<file path="config.mk">
export PLATFORM = sky130hd
export DESIGN_NAME = whiten_ctrl
export DESIGN_NICKNAME = d
export VERILOG_FILES = /design/src/rtl/fsm_whiten_ctrl.sv /design/src/rtl/stage_timer.sv /design/src/rtl/whiten_ctrl.sv
export SDC_FILE = /design/constraint.sdc
export NUM_CORES = 1
export LEC_CHECK = 0
export ABC_AREA = 1
export CORE_ASPECT_RATIO = 2
export CORE_MARGIN = 10
export CORE_UTILIZATION = 48
export CTS_CLUSTER_SIZE = 20
export DETAILED_ROUTE_END_ITERATION = 6
export PLACE_DENSITY_LB_ADDON = 0.1
export SLEW_MARGIN = 25
export SYNTH_ARGS = -nofsm -noshare
export SYNTH_HDL_FRONTEND = slang
export SYNTH_SLANG_ARGS = --single-unit
</file>
<file path="constraint.sdc">
create_clock -name clk -period 2.5 [get_ports clk]
set_input_delay 0.375 -clock clk [delete_from_list [all_inputs] [get_ports clk]]
set_output_delay 0.375 -clock clk [all_outputs]
set_load 0.05 [all_outputs]
</file>
<file path="src/rtl/fsm_whiten_ctrl.sv">
// Shared definitions for the whitening sequencer:
// state encodings and timer sizing.
package fsm_whiten_ctrl;

  typedef enum logic [2:0] {
    S_IDLE  = 3'd0,
    S_LOAD  = 3'd1,
    S_COV   = 3'd2,
    S_CONV  = 3'd3,
    S_EIG   = 3'd4,
    S_PROJ  = 3'd5,
    S_DONE  = 3'd6,
    S_ERROR = 3'd7
  } state_whiten_ctrl;

  localparam int TIMEOUT = 65535;
  localparam int TIMER_W = $clog2(TIMEOUT + 1);

  // Timer must hold the watchdog and both settle latencies.
  function automatic int timer_w(
    input int t,
    input int a,
    input int b
  );
    int m;
    m = t;
    if (a > m) m = a;
    if (b > m) m = b;
    return $clog2(m + 1);
  endfunction

endpackage

</file>
<file path="src/rtl/stage_timer.sv">
// Loadable down-counter shared by every timed phase;
// holds at zero once expired.
module stage_timer
  import fsm_whiten_ctrl::*;
#(
  parameter int W = TIMER_W
) (
  input  logic         clk,
  input  logic         rst,
  input  logic         load,
  input  logic [W-1:0] value,
  input  logic         en,
  output logic         expired
);

  logic [W-1:0] count;

  always_ff @(posedge clk or posedge rst) begin
    if (rst) begin
      count <= '0;
    end else if (load) begin
      count <= value;
    end else if (en && !expired) begin
      count <= count - 1'b1;
    end
  end

  assign expired = (count == '0);

endmodule

</file>
<file path="src/rtl/whiten_ctrl.sv">
// Whitening pipeline sequencer: latch, settle, eigen,
// projection, with watchdog on both handshakes.
module whiten_ctrl
  import fsm_whiten_ctrl::*;
#(
  parameter int COV_LAT  = 2,
  parameter int CONV_LAT = 3,
  parameter int TIMEOUT  = 65535
) (
  input  logic        clk,
  input  logic        rst,
  input  logic        start,
  input  logic        abort,
  input  logic [31:0] scale,
  input  logic        eig_done,
  input  logic        proj_done,
  output logic        latch_en,
  output logic        eig_go,
  output logic        proj_go,
  output logic [31:0] scale_q,
  output logic        busy,
  output logic        done,
  output logic        err,
  output logic [2:0]  stage
);

  localparam int TW =
    timer_w(TIMEOUT, COV_LAT, CONV_LAT);

  // Timer counts down to zero, so load one less
  // than the number of cycles to spend in a phase.
  localparam logic [TW-1:0] COV_V  = TW'(COV_LAT - 1);
  localparam logic [TW-1:0] CONV_V = TW'(CONV_LAT - 1);
  localparam logic [TW-1:0] WD_V   = TW'(TIMEOUT - 1);

  state_whiten_ctrl state;
  logic             entry;
  logic             tmr_load;
  logic [TW-1:0]    tmr_value;
  logic             tmr_en;
  logic             expired;

  stage_timer #(
    .W(TW)
  ) u_timer (
    .clk    (clk),
    .rst    (rst),
    .load   (tmr_load),
    .value  (tmr_value),
    .en     (tmr_en),
    .expired(expired)
  );

  always_comb begin
    tmr_load  = 1'b0;
    tmr_value = '0;
    tmr_en    = 1'b0;
    unique case (state)
      S_LOAD: begin
        tmr_load  = 1'b1;
        tmr_value = COV_V;
      end
      S_COV: begin
        if (expired) begin
          tmr_load  = 1'b1;
          tmr_value = CONV_V;
        end else begin
          tmr_en = 1'b1;
        end
      end
      S_CONV: begin
        if (expired) begin
          tmr_load  = 1'b1;
          tmr_value = WD_V;
        end else begin
          tmr_en = 1'b1;
        end
      end
      S_EIG: begin
        if (!entry && eig_done) begin
          tmr_load  = 1'b1;
          tmr_value = WD_V;
        end else begin
          tmr_en = 1'b1;
        end
      end
      S_PROJ: tmr_en = 1'b1;
      default: ;
    endcase
  end

  always_ff @(posedge clk or posedge rst) begin
    if (rst) begin
      state   <= S_IDLE;
      entry   <= 1'b0;
      scale_q <= '0;
    end else begin
      entry <= 1'b0;
      unique case (state)
        S_IDLE: begin
          if (start) state <= S_LOAD;
        end
        S_LOAD: begin
          scale_q <= scale;
          state   <= abort ? S_IDLE : S_COV;
        end
        S_COV: begin
          if (abort)        state <= S_IDLE;
          else if (expired) state <= S_CONV;
        end
        S_CONV: begin
          if (abort) begin
            state <= S_IDLE;
          end else if (expired) begin
            state <= S_EIG;
            entry <= 1'b1;
          end
        end
        S_EIG: begin
          if (abort) begin
            state <= S_IDLE;
          end else if (!entry && eig_done) begin
            state <= S_PROJ;
            entry <= 1'b1;
          end else if (!entry && expired) begin
            state <= S_ERROR;
          end
        end
        S_PROJ: begin
          if (abort) begin
            state <= S_IDLE;
          end else if (!entry && proj_done) begin
            state <= S_DONE;
          end else if (!entry && expired) begin
            state <= S_ERROR;
          end
        end
        S_DONE: state <= S_IDLE;
        S_ERROR: begin
          if (start) state <= S_LOAD;
        end
        default: state <= S_IDLE;
      endcase
    end
  end

  assign latch_en = (state == S_LOAD);
  assign eig_go   = (state == S_EIG) && entry;
  assign proj_go  = (state == S_PROJ) && entry;
  assign busy     = (state == S_LOAD) ||
                    (state == S_COV)  ||
                    (state == S_CONV) ||
                    (state == S_EIG)  ||
                    (state == S_PROJ);
  assign done     = (state == S_DONE);
  assign err      = (state == S_ERROR);
  assign stage    = state;

endmodule
</file>
==> results.sh, run 1 <==
export IMPL_drcViolationCount=0
export IMPL_fin_nets=489
export IMPL_seqPwrFrac_pct=27.2
export IMPL_die_height_um=127
export IMPL_synth_xor_area_share_pct=3.19
export IMPL_cts_clk_slew_worst_paths_ns=0.10
export IMPL_yosys_area_share_simple_pct=38.0
export IMPL_fp_row_count=38
export IMPL_syn_num_nets=413
export IMPL_cts_root_buf="clkbuf_8"
export IMPL_ios=79
export IMPL_dieWidth_um=73.4
export IMPL_cts_sinks=52
export IMPL_p_per_area_nw_per_um2=1500
export IMPL_ys_seq_elements=52
export IMPL_top_layer="met4"
export IMPL_antenna_found_initial=0
export IMPL_cts_made_buffers=5
export IMPL_slew_violations=0
export IMPL_drive_gt1_share_pct=7.11
export IMPL_dr_pass1_iters=4
export IMPL_switching_share_pct=54.3
export IMPL_vias=2561
export IMPL_place_area_um2=3550
export IMPL_max_slew_margin_rel_pct=37.1
export IMPL_wl_met3_um=568
export IMPL_finalSetupViolCount=0
export IMPL_clkLatencyLatePin_ns=0.32
export IMPL_syn_avg_cell_area_um2=7.35
export IMPL_place_gp_congestion=0.915
export IMPL_fin_crit_ns=2.33
export IMPL_crit_path_cell_trace="inv_2, nor2_1, clkdlybuf4s50_1"
export IMPL_hold_path_class="reg -> reg"
export IMPL_crit_arrival_ns=1.96
export IMPL_cts_hold_buf=0
export IMPL_finalCritPeriodShare_pct=93.3
export IMPL_status="finished clean"
export IMPL_yosys_warnings=0
export IMPL_grt_overflow_total=0
export IMPL_yosysUniqueCellTypes=29
export IMPL_postCtsSetupRepairBufs=0
export IMPL_power_w=0.00548
export IMPL_area_growth_pct=33.2
export IMPL_initial_core_util_pct=50.1
export IMPL_ant_nets=0
export IMPL_drv_cap=0
export IMPL_cts_path_max_buffers=2
export IMPL_netlist_area_um2=2740
export IMPL_clkPwrFrac_pct=9.2
export IMPL_slowest_stage="clkdlybuf4s50_1"
export IMPL_finalClockSkew_ns=0.00763
export IMPL_final_cell_mix="nand2_1 (189), clkdlybuf4s50_1 (73), dfrtp_1 (52)"
export IMPL_p_comb_share_pct=63.6
export IMPL_internal_power_w=0.00251
export IMPL_wl_per_cell_um=14.7
export IMPL_cts_tree="yes"
export IMPL_end_kind="output port"
export IMPL_drtIter0Drc=100
export IMPL_htree_num_levels=2
export IMPL_synthAdderAreaFrac_pct=0.913
export IMPL_grt_pass1_vias=2613
export IMPL_route_met2_wl_um=4070
export IMPL_crit_fanout=8
export IMPL_peakVddDrop_uv=1110
export IMPL_synth_compound_area_share_pct=3.83
export IMPL_fin_area_um2=3650
export IMPL_grt_usage_pct=16.9
export IMPL_worst_pin_slew_ns=0.939
export IMPL_critPathLaunchType="flip-flop"
export IMPL_muxShareOfSynthArea_pct=0
export IMPL_layout_commonest_cell="nand2_1"
export IMPL_fmax_mhz=429
export IMPL_drt_total_wl_um=7520
export IMPL_cp_required_ns=2.12
export IMPL_place_port_buffers=78
export IMPL_dp_hpwl_um=5680
export IMPL_core_um2=5470
export IMPL_grt_pass1_wl_um=12600
export IMPL_p_leak_nw=1.92
export IMPL_antennaDiodeCount=0
export IMPL_fin_tns_setup_ns=0
export IMPL_critPathMaxStageDelay_ns=0.81
export IMPL_netlist_instances=373
export IMPL_crit_type="reg -> out"
export IMPL_wl_met1_um=2730
export IMPL_die_area_um2=9320
export IMPL_switchingPower_w=0.00298
export IMPL_hold_violations=0
export IMPL_vias_per_cell=5.02
export IMPL_grt_max_degree=53
export IMPL_rsz0062_at_grt="false"
export IMPL_cts_resized=0
export IMPL_synth_top_family_by_area="simple AND/OR/NAND/NOR gates"
export IMPL_synth_seq_area_share_pct=47.5
[metal layers]
metal	GRT usage, %	up-vias
li1	-	1291
met4	7.94	0
met2	29.3	77
met1	16.7	1180
met5	0	-
met3	7.03	13
[metrics by stage]
stage               hold WS [ns]  utilization (%)  setup slack, ns  cells
floorplan                  0.441                -           0.0791    373
global placement           0.453             65.0            0.426    502
detailed placement         0.458             65.0            0.345    502
CTS                        0.482             66.6           0.0434    510
global route               0.504             66.8           0.0661    510
finish                     0.481             66.8            0.168    510
[critical path: cells and delay by family, from the launching register on]
family / cells / cell delay (ns)
AND/OR/NAND/NOR: 1 / 0.13
buffers and inverters: 2 / 0.97
flip-flops: 1 / 0.54
[power groups by stage]
stage,Combinational [W],Sequential [W],Clock [W]
global route,0.00382,0.00154,0.000548
CTS,0.00353,0.00149,0.000526
floorplan,0.00163,0.00238,0
detailed placement,0.00352,0.00150,0
global placement,0.00347,0.00148,0
finish,0.00349,0.00149,0.000505
[registers in the layout, summed over array words and instances, names as in the netlist]
| signal | flops |
|---|---|
| u_timer.count | 16 |
| entry | 1 |
| stage | 3 |
| scale_q | 32 |
[final cells by class]
type                       count  area, um^2
sequential                    52        1300
timing repair buffer          80         811
clock inverter                 3        21.3
multi-input combinational    282        1260
tap                           60        75.1
clock buffer                   5        68.8
inverter                      28         110
fill                         472        1820
[synth_stat cells (all sizes together)]
cell	instances	area (um^2)
buf	4	45.0
o21ai	15	82.6
o22ai	1	6.26
clkbuf	7	26.3
dfrtp	52	1300
or2	1	6.26
a31oi	1	6.26
xor2	6	52.6
nand3	20	123
and2	1	8.76
inv	28	110
nand4	2	12.5
nor2	32	144
xnor2	4	35.0
ha	2	25.0
a21oi	2	10.0
nor3	4	20.0
nand2	191	727
[worst paths after layout]
path | slack, ns | to | cells after the start | start
hold / removal | 0.48 | scale_q[10] | 2 | scale_q[10]
setup reg to reg | 0.35 | u_timer.count[15] | 7 | stage[0]
min in group asynchronous | 0.55 | scale_q[5] | 3 | rst
hold reg to reg | 0.48 | scale_q[10] | 2 | scale_q[10]
max in group asynchronous | 1.51 | scale_q[18] | 3 | rst
setup / recovery | 0.17 | err | 3 | stage[2]
[cells by family (layout without fill, tap and decap cells)]
| logic type | after synthesis | count (layout) |
|---|---|---|
| AOI/OAI and AO/OA | 19 | 19 |
| adders and majority gates | 2 | 2 |
| xor gates and xnor gates | 10 | 10 |
| DFF | 52 | 52 |
| buffers and inverters | 39 | 116 |
| and+or+nand+nor | 251 | 251 |
Power figures use the tool's default switching activity.
==> run 2, diff against run 1 <==
Settings changed: SLEW_MARGIN 25 to 0.
Clock period 2.5 ns to 2.6 ns, I/O delays scaled along.
==> results.sh, run 2 (synthesis results as in run 1) <==
export IMPL_cts_hold_buf=0
export IMPL_dp_cells=503
export IMPL_power_w=0.00528
export IMPL_cts_clk_slew_worst_paths_ns=0.10
export IMPL_crit_type="reg -> out"
export IMPL_worst_pin_slew_ns=0.644
export IMPL_grt_pass1_vias=2688
export IMPL_layout_commonest_cell="nand2_1"
export IMPL_fp_row_count=38
export IMPL_nFillCells=468
export IMPL_core_um2=5470
export IMPL_finalClockSkew_ns=0.00527
export IMPL_final_cell_mix="nand2_1 (189), clkdlybuf4s50_1 (76), dfrtp_1 (52)"
export IMPL_cp_required_ns=2.21
export IMPL_critPathLaunchType="flip-flop"
export IMPL_finalNonFillerCells=511
export IMPL_grt_usage_pct=16.9
export IMPL_cts_made_buffers=5
export IMPL_critPathCapture="proj_go"
export IMPL_vias_per_cell=5.01
export IMPL_crit_path_start="stage[1]"
export IMPL_drv_cap=0
export IMPL_p_leak_nw=1.87
export IMPL_cts_tree="yes"
export IMPL_grt_pass1_wl_um=12600
export IMPL_crit_fanout=7
export IMPL_htree_num_levels=2
export IMPL_antenna_found_initial=0
export IMPL_die_height_um=127
export IMPL_antennaDiodeCount=0
export IMPL_fin_nets=490
export IMPL_p_per_area_nw_per_um2=1440
export IMPL_status="finished clean"
export IMPL_slew_violations=0
export IMPL_postCtsSetupRepairBufs=0
export IMPL_reg2reg_to="u_timer.count[7]"
export IMPL_r2r_slack_ns=0.58
export IMPL_fin_crit_ns=2.46
export IMPL_peakVddDrop_uv=1000
export IMPL_dr_pass1_iters=4
export IMPL_end_kind="output port"
export IMPL_dieWidth_um=73.4
export IMPL_area_growth_pct=33.5
export IMPL_hold_violations=0
export IMPL_ios=79
export IMPL_max_slew_margin_rel_pct=57.1
export IMPL_top_register="scale_q"
export IMPL_cts_root_buf="clkbuf_8"
export IMPL_drcViolationCount=0
export IMPL_largest_register_ffs=32
export IMPL_place_port_buffers=78
export IMPL_grt_overflow_total=0
export IMPL_clkLatencyLatePin_ns=0.32
export IMPL_cts_path_max_buffers=2
export IMPL_dp_hpwl_um=5600
export IMPL_wl_per_cell_um=14.5
export IMPL_die_area_um2=9320
export IMPL_fin_area_um2=3660
export IMPL_grt_max_degree=53
export IMPL_drive_gt1_share_pct=6.87
export IMPL_finalSetupViolCount=0
export IMPL_ant_nets=0
export IMPL_crit_arrival_ns=2.07
export IMPL_place_gp_congestion=0.936
export IMPL_initial_core_util_pct=50.1
export IMPL_drtIter0Drc=146
export IMPL_rsz0062_at_grt="false"
export IMPL_cts_resized=0
export IMPL_cts_sinks=52
export IMPL_hold_path_class="reg -> reg"
export IMPL_fin_tns_setup_ns=0
export IMPL_r2r_start="stage[1]"
export IMPL_finalCritPeriodShare_pct=94.7
export IMPL_rr_worst_depth=9
export IMPL_vias=2561
export IMPL_fmax_mhz=406
export IMPL_place_area_um2=3560
export IMPL_drt_total_wl_um=7410
-- run 2: changes by cell type in the layout (fill, tap and decap cells not counted), sizes merged --
| cell | previous run | this run |
|---|---|---|
| clkdlybuf4s50 | 73 | 76 |
| clkbuf | 5 | 7 |
| dlymetal6s2s | 3 | 1 |
| clkinv | 1 | 0 |
| inv | 29 | 28 |
-- run 2: per-layer routing --
| metal | up-vias | share of wire (%) | GRT usage [%] |
|---|---|---|---|
| li1 | 1295 | - | - |
| met3 | 15 | 8.0 | 7.42 |
| met1 | 1175 | 36 | 17.3 |
| met5 | - | 0 | 0 |
| met2 | 76 | 53 | 28.3 |
| met4 | 0 | 2.6 | 7.83 |
-- run 2: per-stage QoR --
step / utilization [%] / hold slack (ns) / setup WS, ns
after floorplan: - / 0.456 / 0.164
after global placement: 65.2 / 0.453 / 0.464
after detailed placement: 65.2 / 0.458 / 0.439
after CTS: 66.9 / 0.481 / 0.0783
after global routing: 66.9 / 0.491 / 0.0526
final: 66.9 / 0.476 / 0.137
-- run 2: how the worst min path moves through the flow --
stage	from	to	cells after the start	slack, ns
final	scale_q[25]	scale_q[25]	2	0.48
after global routing	scale_q[28]	scale_q[28]	2	0.49
after CTS	scale_q[25]	scale_q[25]	2	0.48
after detailed placement	scale_q[28]	scale_q[28]	2	0.46
after global placement	scale_q[25]	scale_q[25]	2	0.45
after floorplan	abort	entry	1	0.46
-- run 2: cell type report --
type / instances / area, um^2 / share of cell area, %
clock buffer: 7 / 86.3 / 2.36
multi-input combinational: 282 / 1260 / 34.5
timing repair buffer: 81 / 816 / 22.3
inverter: 28 / 110 / 3.01
sequential: 52 / 1300 / 35.6
clock inverter: 1 / 7.51 / 0.205
tap: 60 / 75.1 / 2.05
-- run 2: power by group --
| group | leakage, nW | internal, W | switching, W |
|---|---|---|---|
| combinational | 1.17 | 0.00106 | 0.00228 |
| sequential | 0.654 | 0.00117 | 0.000265 |
| clock | 0.0445 | 0.000217 | 0.000283 |
-- run 2: critical path, cell delays in order (launching register included) --
cell             delay [ns]
dfrtp_1                0.48
inv_2                  0.16
nand2_4                0.08
nor3_1                 0.18
clkdlybuf4s50_1        0.85
==> run 3, diff against run 2 <==
Settings changed: ABC_CLOCK_PERIOD_IN_PS set to 2600.
==> results of run 3 <==
The final DEF is identical to that of run 2; final timing and power are the same.
